--- src/rtl/gemm_pkg.sv ---
// ============================================================================
// gemm_pkg : shared widths, FSM encoding and saturation limits for writeback
// Revision : 1.0 - initial release
// ============================================================================
`default_nettype none

package gemm_pkg;

  localparam int DATA_WIDTH = 16;
  localparam int ADDR_WIDTH = 7;

  typedef enum logic [1:0] {
    IDLE  = 2'd0,
    ACCUM = 2'd1,
    WRITE = 2'd2,
    DONE  = 2'd3
  } state_t;

  localparam logic [DATA_WIDTH-1:0] SAT_MAX = {1'b0, {(DATA_WIDTH-1){1'b1}}};
  localparam logic [DATA_WIDTH-1:0] SAT_MIN = {1'b1, {(DATA_WIDTH-1){1'b0}}};

endpackage

`default_nettype wire

--- src/rtl/gemm_sat.sv ---
// ============================================================================
// gemm_sat : combinational ACC_WIDTH -> DATA_WIDTH signed saturator
// Revision : 1.0 - initial release
// ============================================================================
`default_nettype none

module gemm_sat
  import gemm_pkg::*;
#(
  parameter int ACC_WIDTH = 32
) (
  input  logic [ACC_WIDTH-1:0]  din,
  output logic [DATA_WIDTH-1:0] dout,
  output logic                  ovf
);

  // The value fits iff every bit from the output sign bit upward is identical.
  logic [ACC_WIDTH-DATA_WIDTH:0] hi_bits;

  assign hi_bits = din[ACC_WIDTH-1:DATA_WIDTH-1];
  assign ovf     = ~((&hi_bits) | (~|hi_bits));
  assign dout    = ovf ? (din[ACC_WIDTH-1] ? SAT_MIN : SAT_MAX) : din[DATA_WIDTH-1:0];

endmodule

`default_nettype wire

--- src/rtl/gemm_result_writeback.sv ---
// ============================================================================
// gemm_result_writeback : sums NUM_TILES partials per element, saturates, writes spram
// Revision : 1.0 - initial release
// ============================================================================
`default_nettype none

module gemm_result_writeback
  import gemm_pkg::*;
#(
  parameter int NUM_TILES = 4,
  parameter int ACC_WIDTH = 32
) (
  input  logic                  clk,
  input  logic                  reset,
  input  logic                  start,
  input  logic [ADDR_WIDTH-1:0] start_addr,
  input  logic [ADDR_WIDTH-1:0] end_addr,
  input  logic                  in_valid,
  input  logic [DATA_WIDTH-1:0] in_data,
  output logic                  in_ready,
  output logic                  wr_en,
  output logic [ADDR_WIDTH-1:0] wr_addr,
  output logic [DATA_WIDTH-1:0] wr_data,
  output logic                  busy,
  output logic                  done,
  output logic                  sat_flag
);

  localparam int TILE_W = (NUM_TILES > 1) ? $clog2(NUM_TILES) : 1;
  localparam logic [TILE_W-1:0] LAST_TILE = TILE_W'(NUM_TILES - 1);

  state_t                  state;
  logic [ACC_WIDTH-1:0]    acc;
  logic [TILE_W-1:0]       tile_cnt;
  logic [ADDR_WIDTH-1:0]   cur_addr;
  logic [ADDR_WIDTH-1:0]   end_reg;

  logic                    beat;
  logic [ACC_WIDTH-1:0]    sum;
  logic [DATA_WIDTH-1:0]   sat_data;
  logic                    sat_ovf;

  assign beat = in_valid & in_ready;
  assign sum  = acc + ACC_WIDTH'($signed(in_data));

  gemm_sat #(
    .ACC_WIDTH (ACC_WIDTH)
  ) u_sat (
    .din  (sum),
    .dout (sat_data),
    .ovf  (sat_ovf)
  );

  always_ff @(posedge clk) begin
    if (reset) begin
      state    <= IDLE;
      acc      <= '0;
      tile_cnt <= '0;
      cur_addr <= '0;
      end_reg  <= '0;
      in_ready <= 1'b0;
      wr_en    <= 1'b0;
      wr_addr  <= '0;
      wr_data  <= '0;
      busy     <= 1'b0;
      done     <= 1'b0;
      sat_flag <= 1'b0;
    end else begin
      case (state)
        IDLE, DONE: begin
          if (start) begin
            cur_addr <= start_addr;
            end_reg  <= end_addr;
            acc      <= '0;
            tile_cnt <= '0;
            sat_flag <= 1'b0;
            in_ready <= 1'b1;
            busy     <= 1'b1;
            done     <= 1'b0;
            state    <= ACCUM;
          end
        end

        ACCUM: begin
          if (beat) begin
            if (tile_cnt == LAST_TILE) begin
              wr_en    <= 1'b1;
              wr_addr  <= cur_addr;
              wr_data  <= sat_data;
              sat_flag <= sat_flag | sat_ovf;
              in_ready <= 1'b0;
              state    <= WRITE;
            end else begin
              acc      <= sum;
              tile_cnt <= tile_cnt + TILE_W'(1);
            end
          end
        end

        WRITE: begin
          wr_en    <= 1'b0;
          acc      <= '0;
          tile_cnt <= '0;
          if (cur_addr == end_reg) begin
            busy  <= 1'b0;
            done  <= 1'b1;
            state <= DONE;
          end else begin
            // Address wraps naturally through the top of the spram.
            cur_addr <= cur_addr + ADDR_WIDTH'(1);
            in_ready <= 1'b1;
            state    <= ACCUM;
          end
        end

        default: state <= IDLE;
      endcase
    end
  end

endmodule

`default_nettype wire

--- config.mk ---
export PLATFORM = sky130hd
export DESIGN_NAME = gemm_result_writeback
export DESIGN_NICKNAME = d
export VERILOG_FILES = /design/src/rtl/gemm_pkg.sv /design/src/rtl/gemm_sat.sv /design/src/rtl/gemm_result_writeback.sv
export SDC_FILE = /design/constraint.sdc
export NUM_CORES = 1
export LEC_CHECK = 0
export BUFFER_PORTS_ARGS = -buffer_cell sky130_fd_sc_hd__buf_2
export CORE_MARGIN = 2
export CORE_UTILIZATION = 30
export CTS_CLUSTER_SIZE = 28
export DETAILED_ROUTE_END_ITERATION = 8
export PLACE_DENSITY_LB_ADDON = 0.12
export RECOVER_POWER = 50
export SLEW_MARGIN = 25
export SYNTH_ARGS = -nofsm -noshare
export SYNTH_HDL_FRONTEND = slang
export SYNTH_HIERARCHICAL = 1
export SYNTH_SLANG_ARGS = --single-unit
--- constraint.sdc ---
create_clock -name clk -period 10.5 [get_ports clk]
set_input_delay 2.1 -clock clk [delete_from_list [all_inputs] [get_ports clk]]
set_output_delay 2.1 -clock clk [all_outputs]
set_load 0.02 [all_outputs]
; After elaboration in Yosys (flattened, before gate mapping)
; Index checks and enable logic that the tools add are counted.
[classes]
add_sub_neg = 3
n_eq_ne = 11
n_mux = 34
bitwise = 4
n_reduce_logical = 17
[ops]
columns = op, count
row1 = 32-bit 2-to-1 mux, 3
row2 = 32-bit case mux with 3 select lines, 1
row3 = 32-bit adder, 1
row4 = 16-bit 2-to-1 mux, 2
row5 = 3-bit AND reduction, 6
row6 = 17-bit AND reduction, 1
row7 = 17-bit OR reduction, 1
row8 = 2-bit 2-to-1 mux, 7
row9 = 7-bit 2-to-1 mux, 2
row10 = 7-bit case mux with 2 select lines, 1
row11 = 2-bit != test (second input constant), 6
row12 = 2-bit case mux with 3 select lines, 2
row13 = 1-bit 2-to-1 mux, 11
row14 = 1-bit case mux with 2 select lines, 4
row15 = 4-bit AND reduction, 2
row16 = 7-bit by 1-bit adder with 7-bit output (second input constant), 1
row17 = 7-bit == test, 1
row18 = 2-bit == test (second input constant), 3
row19 = 2-bit nonzero test, 3
row20 = 1-bit case mux with 3 select lines, 1
row21 = 2-bit by 1-bit adder with 2-bit output (second input constant), 1
row22 = 2-bit by 1-bit == test with 1-bit output (second input constant), 1
row23 = 2-bit zero test, 1
row24 = 1-bit bitwise OR, 2
row25 = 5 further kinds, 5
[totals]
ff_bits = 78
inputBits = 34
word_cells = 81

; Depth between registers and ports, before layout
; Gate-level depths: netlist (run 1).
[depth]
depth_word = 9
ltp_mapped = 15
mapped_depth_nobuf = 15

; By module
; The synthesis (run 1) kept the hierarchy.
[by_module_without_submodules]
columns = mod, n_inst, cells_per_inst, area_each_um2, seq_area_each_um2
row1 = gemm_result_writeback, 1, 598, 4906.0, 1561.5
row2 = gemm_sat, 1, 31, 264.0, 0.0

; Worst setup path after synthesis (run 1)
; Ideal clock, no wire load.
[synth_timing]
path_kind = input to register
startpoint = input port in_data[0]
endpoint = register wr_data[4]
t_arrival_ns = 5.159
t_required_ns = 10.430
setup_slack_ns = 5.271
cell_stages = 15
n_path_buf = 1
cell_sequence = ha_1 -> fa_1 -> a21o_1 -> a221oi_4 -> o221a_1 -> and3_4 -> nor2_1 -> a21oi_1 -> xnor2_1 -> nand4_1 -> o41ai_4 -> buf_6 -> a21o_1 -> nand2_1 -> a21oi_1
[synth_via]
elab_chain_cells = 5
word_cells_on_any_way = 7
cone_classes = add/sub (1) / mux (2) / bitwise (1) / reduce/logical (3)
[synth_rtl]
columns = element, line
row1 = start: declaration, gemm_result_writeback.sv:19  ; input logic [DATA_WIDTH-1:0] in_data,
row2 = 32-bit adder *, gemm_result_writeback.sv:44  ; assign sum = acc + ACC_WIDTH'($signed(in_data));
row3 = named net sum[30], gemm_result_writeback.sv:39  ; logic [ACC_WIDTH-1:0] sum;
row4 = 17-bit OR reduction, gemm_sat.sv:21  ; assign ovf = ~((&hi_bits) | (~|hi_bits));
row5 = 1-bit zero test, gemm_sat.sv:21
row6 = 1-bit bitwise OR *, gemm_sat.sv:21
row7 = 16-bit 2-to-1 mux *, gemm_sat.sv:22  ; assign dout = ovf ? (din[ACC_WIDTH-1] ? SAT_MIN : SAT_MAX) : din[DATA_WIDTH-1:0];
row8 = named net sat_data[4], gemm_result_writeback.sv:40  ; logic [DATA_WIDTH-1:0] sat_data;
row9 = end signal: assignment, gemm_result_writeback.sv:89  ; wr_data <= sat_data;
row10 = end: declaration, gemm_result_writeback.sv:23  ; output logic [DATA_WIDTH-1:0] wr_data,
; The timed path passes the listed nets; every way through them passes the cells marked *.
; A chain may end at the register's enable or synchronous reset.

; Worst setup path after layout (run 1)
[layout_timing]
startpoint = input port in_data[0]
endpoint = register wr_data[0]
; The elaborated chain is that of the path after synthesis.

==> metrics.md, run 1 <==
| Metric | Value |
|---|---|
| Syn Inst Count | 629 |
| Cell Area, Synth | ~5200 um^2 |
| Async S/R FF share, synth | 0% |
| Hold slack | 0.4567 ns |
| Largest register by flop count | acc |
| Die W | 135.3 um |
| Maximum clock rate | 0.1769 GHz |
| CTS Buf Count | 9 |
| Max Cap Viol | 1 |
| Crit-path max FO | 15 |
| Layout cells sized above 1 | a little under an eighth |
| Pwr dens | around 150 nW/um^2 |
| R2R cell count | 14 |
| Distinct cells, synth | 67 |
| Crit-path cells | buf_2 -> ha_1 -> fa_1 -> a21o_1 -> a221oi_4 -> o221a_1 -> and3_4 -> nor2_1 -> a21oi_1 -> xnor2_1 -> nand4_1 -> o41ai_4 -> a21o_2 -> nand2_1 -> a21oi_1 |
| Synthesized area per cell | 8.219 um^2 |
| Via count | 4658 |
| I/O pin count | 62 |
| TritonRoute pass-1 iters | 4 |
| Die H | 135.3 um |
| Max-slew headroom | -84.70% |
| Final setup fails | 0 |
| Final setup TNS | 0 ns |
| Clock Latency Late Sink | 0.34 ns |
| Clock Tree Root | clkbuf_16 |
| CTS max path bufs | 2 |
| DRC errors left | 0 |
| Clock sinks | a little under 80 |
| FF-to-FF End | wr_data[0] |
| Placed Area | 5533 um^2 |
| YS warnings | 6 |
| Status | complete, but fails checks |
| Max-slew violations | 61 |
| Origin of the critical flop-to-flop path | acc[0] |
| Syn nets | 700 |
| Die area | approximately 18000 um^2 |
| CTS resizes | 0 |
| Worst Hold Class | flop to flop |
| R2R setup slack | 6.41 ns |
| Fin nets | 737 |
| Largest net degree at the start of global routing | 61 |
| Tot Pwr | 861.8 uW |
| Register Area | between 1500 and 2000 um^2 |
| First-pass GRT wire length | 23.58 mm |
| Hold-critical path endpoint | wr_addr[0] |
| Largest registers | acc x32, wr_data x16 |
| CTS tree | done |
| DP Wirelength | 10.59 mm |
| Arrival time worst endpoint | 5.89 ns |
| CP max-delay cell | o41ai_4 |
| Gr ovfl total | 0 |
| Std-Cell Rows | 47 |
| Postcts setup bufs | 0 |
| Initial Util | 30.96% |
| GPL Wtd Cong | ~0.84 |
| Vias in the first global route | 4503 |
| Worst vdd ir | 0.07212 mV |
| Number of antenna diodes | 0 |
| H-tree depth | 3 |
| Hold-fix buffers, CTS | 0 |
| Post-route ant nets | 0 |
| Tightest Pin Transition | 2.770 ns |
| Wire length per cell | between 15 and 20 um |
| Routed WL | 14.34 mm |
| Sequential area share after synthesis | 30.20% |
| Core Area | ~17000 um^2 |
| Max stage delay on crit path | 0.80 ns |
| Failing checks | capacitance limit, slew limit |
| Max reg flops | 32 |
| Fin crit period | 5.653 ns |
| Area Growth Syn to Fin | 12.12% |
| Area of the multi-input gates | 3331 um^2 |
| Commonest cells after routing, fill and taps aside | nand2_1 (105), dfxtp_1 (78), a21oi_1 (66) |
| Hold depth | 2 |
| Antenna violations before repair | 1 |
| Tcrit/Tclk final | 53.83% |
| Setup Skew | 0.009093 ns |
| Crit Path Class | input pin to flop |
| CP startpoint kind | input pin |
| Worst Hold Launch | wr_addr[0] |
| Initial drt markers | around 300 |
| Cell mode on critical path | a21oi_1 |
| Unrepaired setup endpoints after global routing | false |
| Cell area after layout | between 5000 and 6000 um^2 |
| Commonest non-fill, non-tap cell in the layout | nand2_1 |
| Layout Utilization | roughly a third |
| Most used DFF post-synth | dfxtp_1 |
| Vias/cell | 5.228 |
| I/O Buffers | between 60 and 70 |
| Worst EP required | 10.73 ns |
| Total GRT Usage | 16.28% |
| Number of enable flip-flop cells after synthesis | 0 |
| Register clock-pin slew on the reported worst setup and hold paths | 0.07 ns |
| # fillers | 1778 |
| Static leakage | ~0.0024 uW |
| Final hold viol count | 0 |
| Register bit total from synthesis | 78 |
| CP endpoint kind | flop |
routing by layer:
| layer | global-route usage [%] | up-vias | part of all wire (%) |
|---|---|---|---|
| li1 | - | 2372 | - |
| met2 | 24.99 | 103 | 44 |
| met3 | 3.779 | 15 | 4.6 |
| met4 | 4.745 | 2 | 1.2 |
| met1 | 22.76 | 2166 | 50 |
| met5 | 0 | - | 0.091 |
worst max-delay path by stage:
| stage | startpoint | end | slack [ns] |
|---|---|---|---|
| 4_1_cts | in_data[0] | wr_data[0] | 4.90 |
| 3_5_place_dp | in_data[0] | wr_data[0] | 4.54 |
| 3_3_place_gp | in_data[0] | wr_data[14] | 4.44 |
| 2_1_floorplan | in_data[0] | wr_data[4] | 5.27 |
| 6_report | in_data[0] | wr_data[0] | 4.85 |
| 5_1_grt | in_data[15] | wr_data[2] | 4.58 |
worst max-delay path, delay by kind of cell:
kind	cells	cell delay (ns)
compound gates	7	2.28
fa+ha+maj	2	0.64
simple gates	4	0.57
xor+xnor	1	0.18
buf+inv	1	0.10
layout make-up:
| cell class | count | share of cell area, % |
|---|---|---|
| clock buffers | 9 | 3.885 |
| clock inverters | 7 | 1.338 |
| inverters | 6 | 0.3885 |
| multi-input cells | 505 | 57.46 |
| flip-flops and latches | 78 | 26.94 |
| well taps | 220 | 4.749 |
| repair buffers | 66 | 5.245 |
metrics by stage:
stage          setup WS [ns]  cells
6_report               4.847    891
5_1_grt                4.583    891
4_1_cts                4.902    891
3_5_place_dp           4.543    875
3_3_place_gp           4.444    875
2_1_floorplan          5.271    629
cell usage after synthesis (all sizes together), types with 4 or more instances:
cell	count	share of area [%]
a211oi	7	1.0
a21o	38	5.7
a21oi	66	6.4
a22o	18	3.0
a22oi	17	2.5
a31oi	4	0.48
and2	6	0.73
and3	8	1.1
buf	6	1.1
clkbuf	33	3.9
dfxtp	78	30
ha	36	8.7
inv	6	0.44
mux2i	5	0.97
nand2	105	7.6
nand3	13	1.3
nand4	17	2.3
nor2	44	3.2
nor2b	4	0.48
nor3	6	0.58
nor4	8	0.97
o211ai	5	0.73
o21ai	20	2.0
o21bai	4	0.58
o31ai	4	0.94
xnor2	20	3.4
xor2	16	2.9
kinds of logic (layout without fill, tap and decap cells):
kind of cell	count (synthesis)	after routing	share of synthesized area, %
XOR/XNOR	36	36	6.244
AND/OR/NAND/NOR	220	220	19.53
flip-flops	78	78	30.20
multiplexers	5	5	0.9681
AO/OA/AOI/OAI	207	207	28.32
buffers and inverters	46	88	5.639
adder cells (fa/ha/maj)	37	37	9.100
report_power, final:
| group | switching, uW | leakage (uW) | internal, uW |
|---|---|---|---|
| registers | 18.6 | 0.000632 | 314 |
| clock network | 141 | 0.000153 | 188 |
| logic | 128 | 0.00161 | 72.4 |
No activity file was read; power rests on OpenSTA's default activity.
==> run 2, diff against run 1 <==
- clock period: 10.5 -> 5 ns (I/O delays scaled with it)
==> run 2 against run 1 <==
Net effect: the run now ends clean; combinational power rose by 110%; clock-buffer cell count rose by 1; sequential share of layout area barely moved; die area did not move; clock power rose by 90%; hold slack improved by 0.0072 ns; setup slack got worse by 4.0 ns; final area barely moved; critical path depth fell by 1; critical path type unchanged; largest cell class unchanged.
==> metrics.md, run 2 (synthesis results as in run 1) <==
| Metric | Value |
|---|---|
| Postcts setup bufs | 0 |
| Tot Pwr | 1748 uW |
| Worst vdd ir | 0.1653 mV |
| CTS tree | done |
| Register clock-pin slew on the reported worst setup and hold paths | 0.07 ns |
| DP Wirelength | roughly 11 mm |
| Via count | 4762 |
| Clock Latency Late Sink | 0.34 ns |
| Post-route ant nets | 0 |
| Vias/cell | 5.315 |
| Worst EP required | ~5.3 ns |
| H-tree depth | 3 |
| Commonest non-fill, non-tap cell in the layout | nand2_1 |
| Status | complete, no violations |
| Antenna violations before repair | 1 |
| Placed Area | about 5600 um^2 |
| Unrepaired setup endpoints after global routing | false |
| Final setup TNS | 0 ns |
| Cell area after layout | between 5000 and 6000 um^2 |
| Hold slack | 0.4640 ns |
| Vias in the first global route | 4674 |
| Clock sinks | 78 |
| Max-slew violations | 0 |
| Layout cells sized above 1 | roughly an eighth |
| Worst Hold Class | flop to flop |
| First-pass GRT wire length | 24.20 mm |
| Largest net degree at the start of global routing | 61 |
| WL met1 | 7.230 mm |
| CP max-delay cell | o211ai_1 |
| Tightest Pin Transition | around 1.0 ns |
| Hold-fix buffers, CTS | 0 |
| CTS max path bufs | 2 |
| CTS resizes | 0 |
| TritonRoute pass-1 iters | 5 |
| DRC errors left | 0 |
| Crit-path cells | buf_2 -> ha_1 -> o211ai_1 -> o211ai_1 -> a21oi_1 -> o31ai_2 -> a31oi_1 -> xnor2_1 -> nand4_2 -> o41ai_4 -> buf_4 -> a21o_2 -> nand2_1 -> a21oi_1 |
| Die W | 135.3 um |
| Max Used Layer | met5 |
| CP startpoint kind | input pin |
| Static leakage | 0.002396 uW |
| Fin crit period | 4.186 ns |
| Die H | 135.3 um |
| Max stage delay on crit path | 0.43 ns |
| Pwr dens | 301.3 nW/um^2 |
| Crit Path Class | input pin to flop |
| CTS Buf Count | 9 |
| Die area | 18300 um^2 |
| CP endpoint kind | flop |
| Largest register by flop count | acc |
| Tcrit/Tclk final | 83.72% |
| Crit path max-delay family | compound AO/OA/AOI/OAI gates |
| Total GRT Usage | 16.70% |
| Std-Cell Rows | 47 |
| Worst path bufs/invs | 2 |
| Commonest cells after routing, fill and taps aside | nand2_1 (105), dfxtp_1 (78), a21oi_1 (66) |
| Routed WL | 14.58 mm |
| Number of antenna diodes | 0 |
| Gr ovfl total | 0 |
| I/O pin count | 62 |
| I/O Buffers | just over 60 |
| Final setup fails | 0 |
| Layout Utilization | 34.73% |
| Max-slew headroom | 32.41% |
| Crit-path max FO | 15 |
| Initial Util | 30.96% |
| Core Area | 16700 um^2 |
| Wire length per cell | 16.27 um |
| Final hold viol count | 0 |
| Met2 Wirelength | 6.566 mm |
| GPL Wtd Cong | 0.8622 |
| Max reg flops | 32 |
| Max Cap Viol | 0 |
| Maximum clock rate | 0.2389 GHz |
| Arrival time worst endpoint | 4.46 ns |
| Met3 routed WL | 586 um |
| Fin nets | about 740 |
| Setup Skew | 0.009260 ns |
| Area Growth Syn to Fin | 12.20% |
| Largest registers | acc x32, wr_data x16 |
| Clock Tree Root | clkbuf_16 |
| Initial drt markers | 332 |
[run 2: per-layer routing]
layer | vias up | GRT usage [%]
met2 | 98 | 26.51
met3 | 14 | 4.153
met1 | 2263 | 22.64
met5 | - | 0
met4 | 2 | 4.398
li1 | 2385 | -
[run 2: cell type report]
| cell class | count | area [um^2] |
|---|---|---|
| fillers | 1829 | 10900 |
| multi-input cells | 505 | 3323 |
| flip-flops and latches | 78 | 1562 |
| repair buffers | 71 | 344.1 |
| well taps | 220 | 275.3 |
| clock buffers | 10 | 229.0 |
| clock inverters | 6 | 45.04 |
| inverters | 6 | 22.52 |
[run 2: stage by stage]
stage               setup WS, ns  instances
CTS                       0.8645        895
global placement          0.5726        879
global route              0.6053        896
finish                    0.8141        896
detailed placement        0.4910        879
floorplan                 0.8705        629
[run 2: worst paths after layout]
kind	cells past startpoint	slack [ns]	endpoint	from
hold / removal	2	0.46	wr_data[0]	wr_data[0]
hold reg to reg	2	0.46	wr_data[0]	wr_data[0]
setup reg to reg	13	1.26	wr_data[3]	acc[4]
setup / recovery	14	0.81	wr_data[3]	in_data[4]
[run 2: worst register-to-register path: stages (launching register included)]
cell and delay, ns:
dfxtp_1 0.31, ha_1 0.35, o211ai_1 0.13, o211ai_1 0.43, a21oi_1 0.29, o31ai_2 0.43, a31oi_1 0.16, xnor2_1 0.36
nand4_2 0.22, o41ai_4 0.37, buf_4 0.26, a21o_2 0.16, nand2_1 0.04, a21oi_1 0.16
[run 2: where the power goes]
part	internal (uW)	switching, uW	total (uW)
Combinational	155	270	425
Clock	340	285	625
Sequential	658	39.7	698
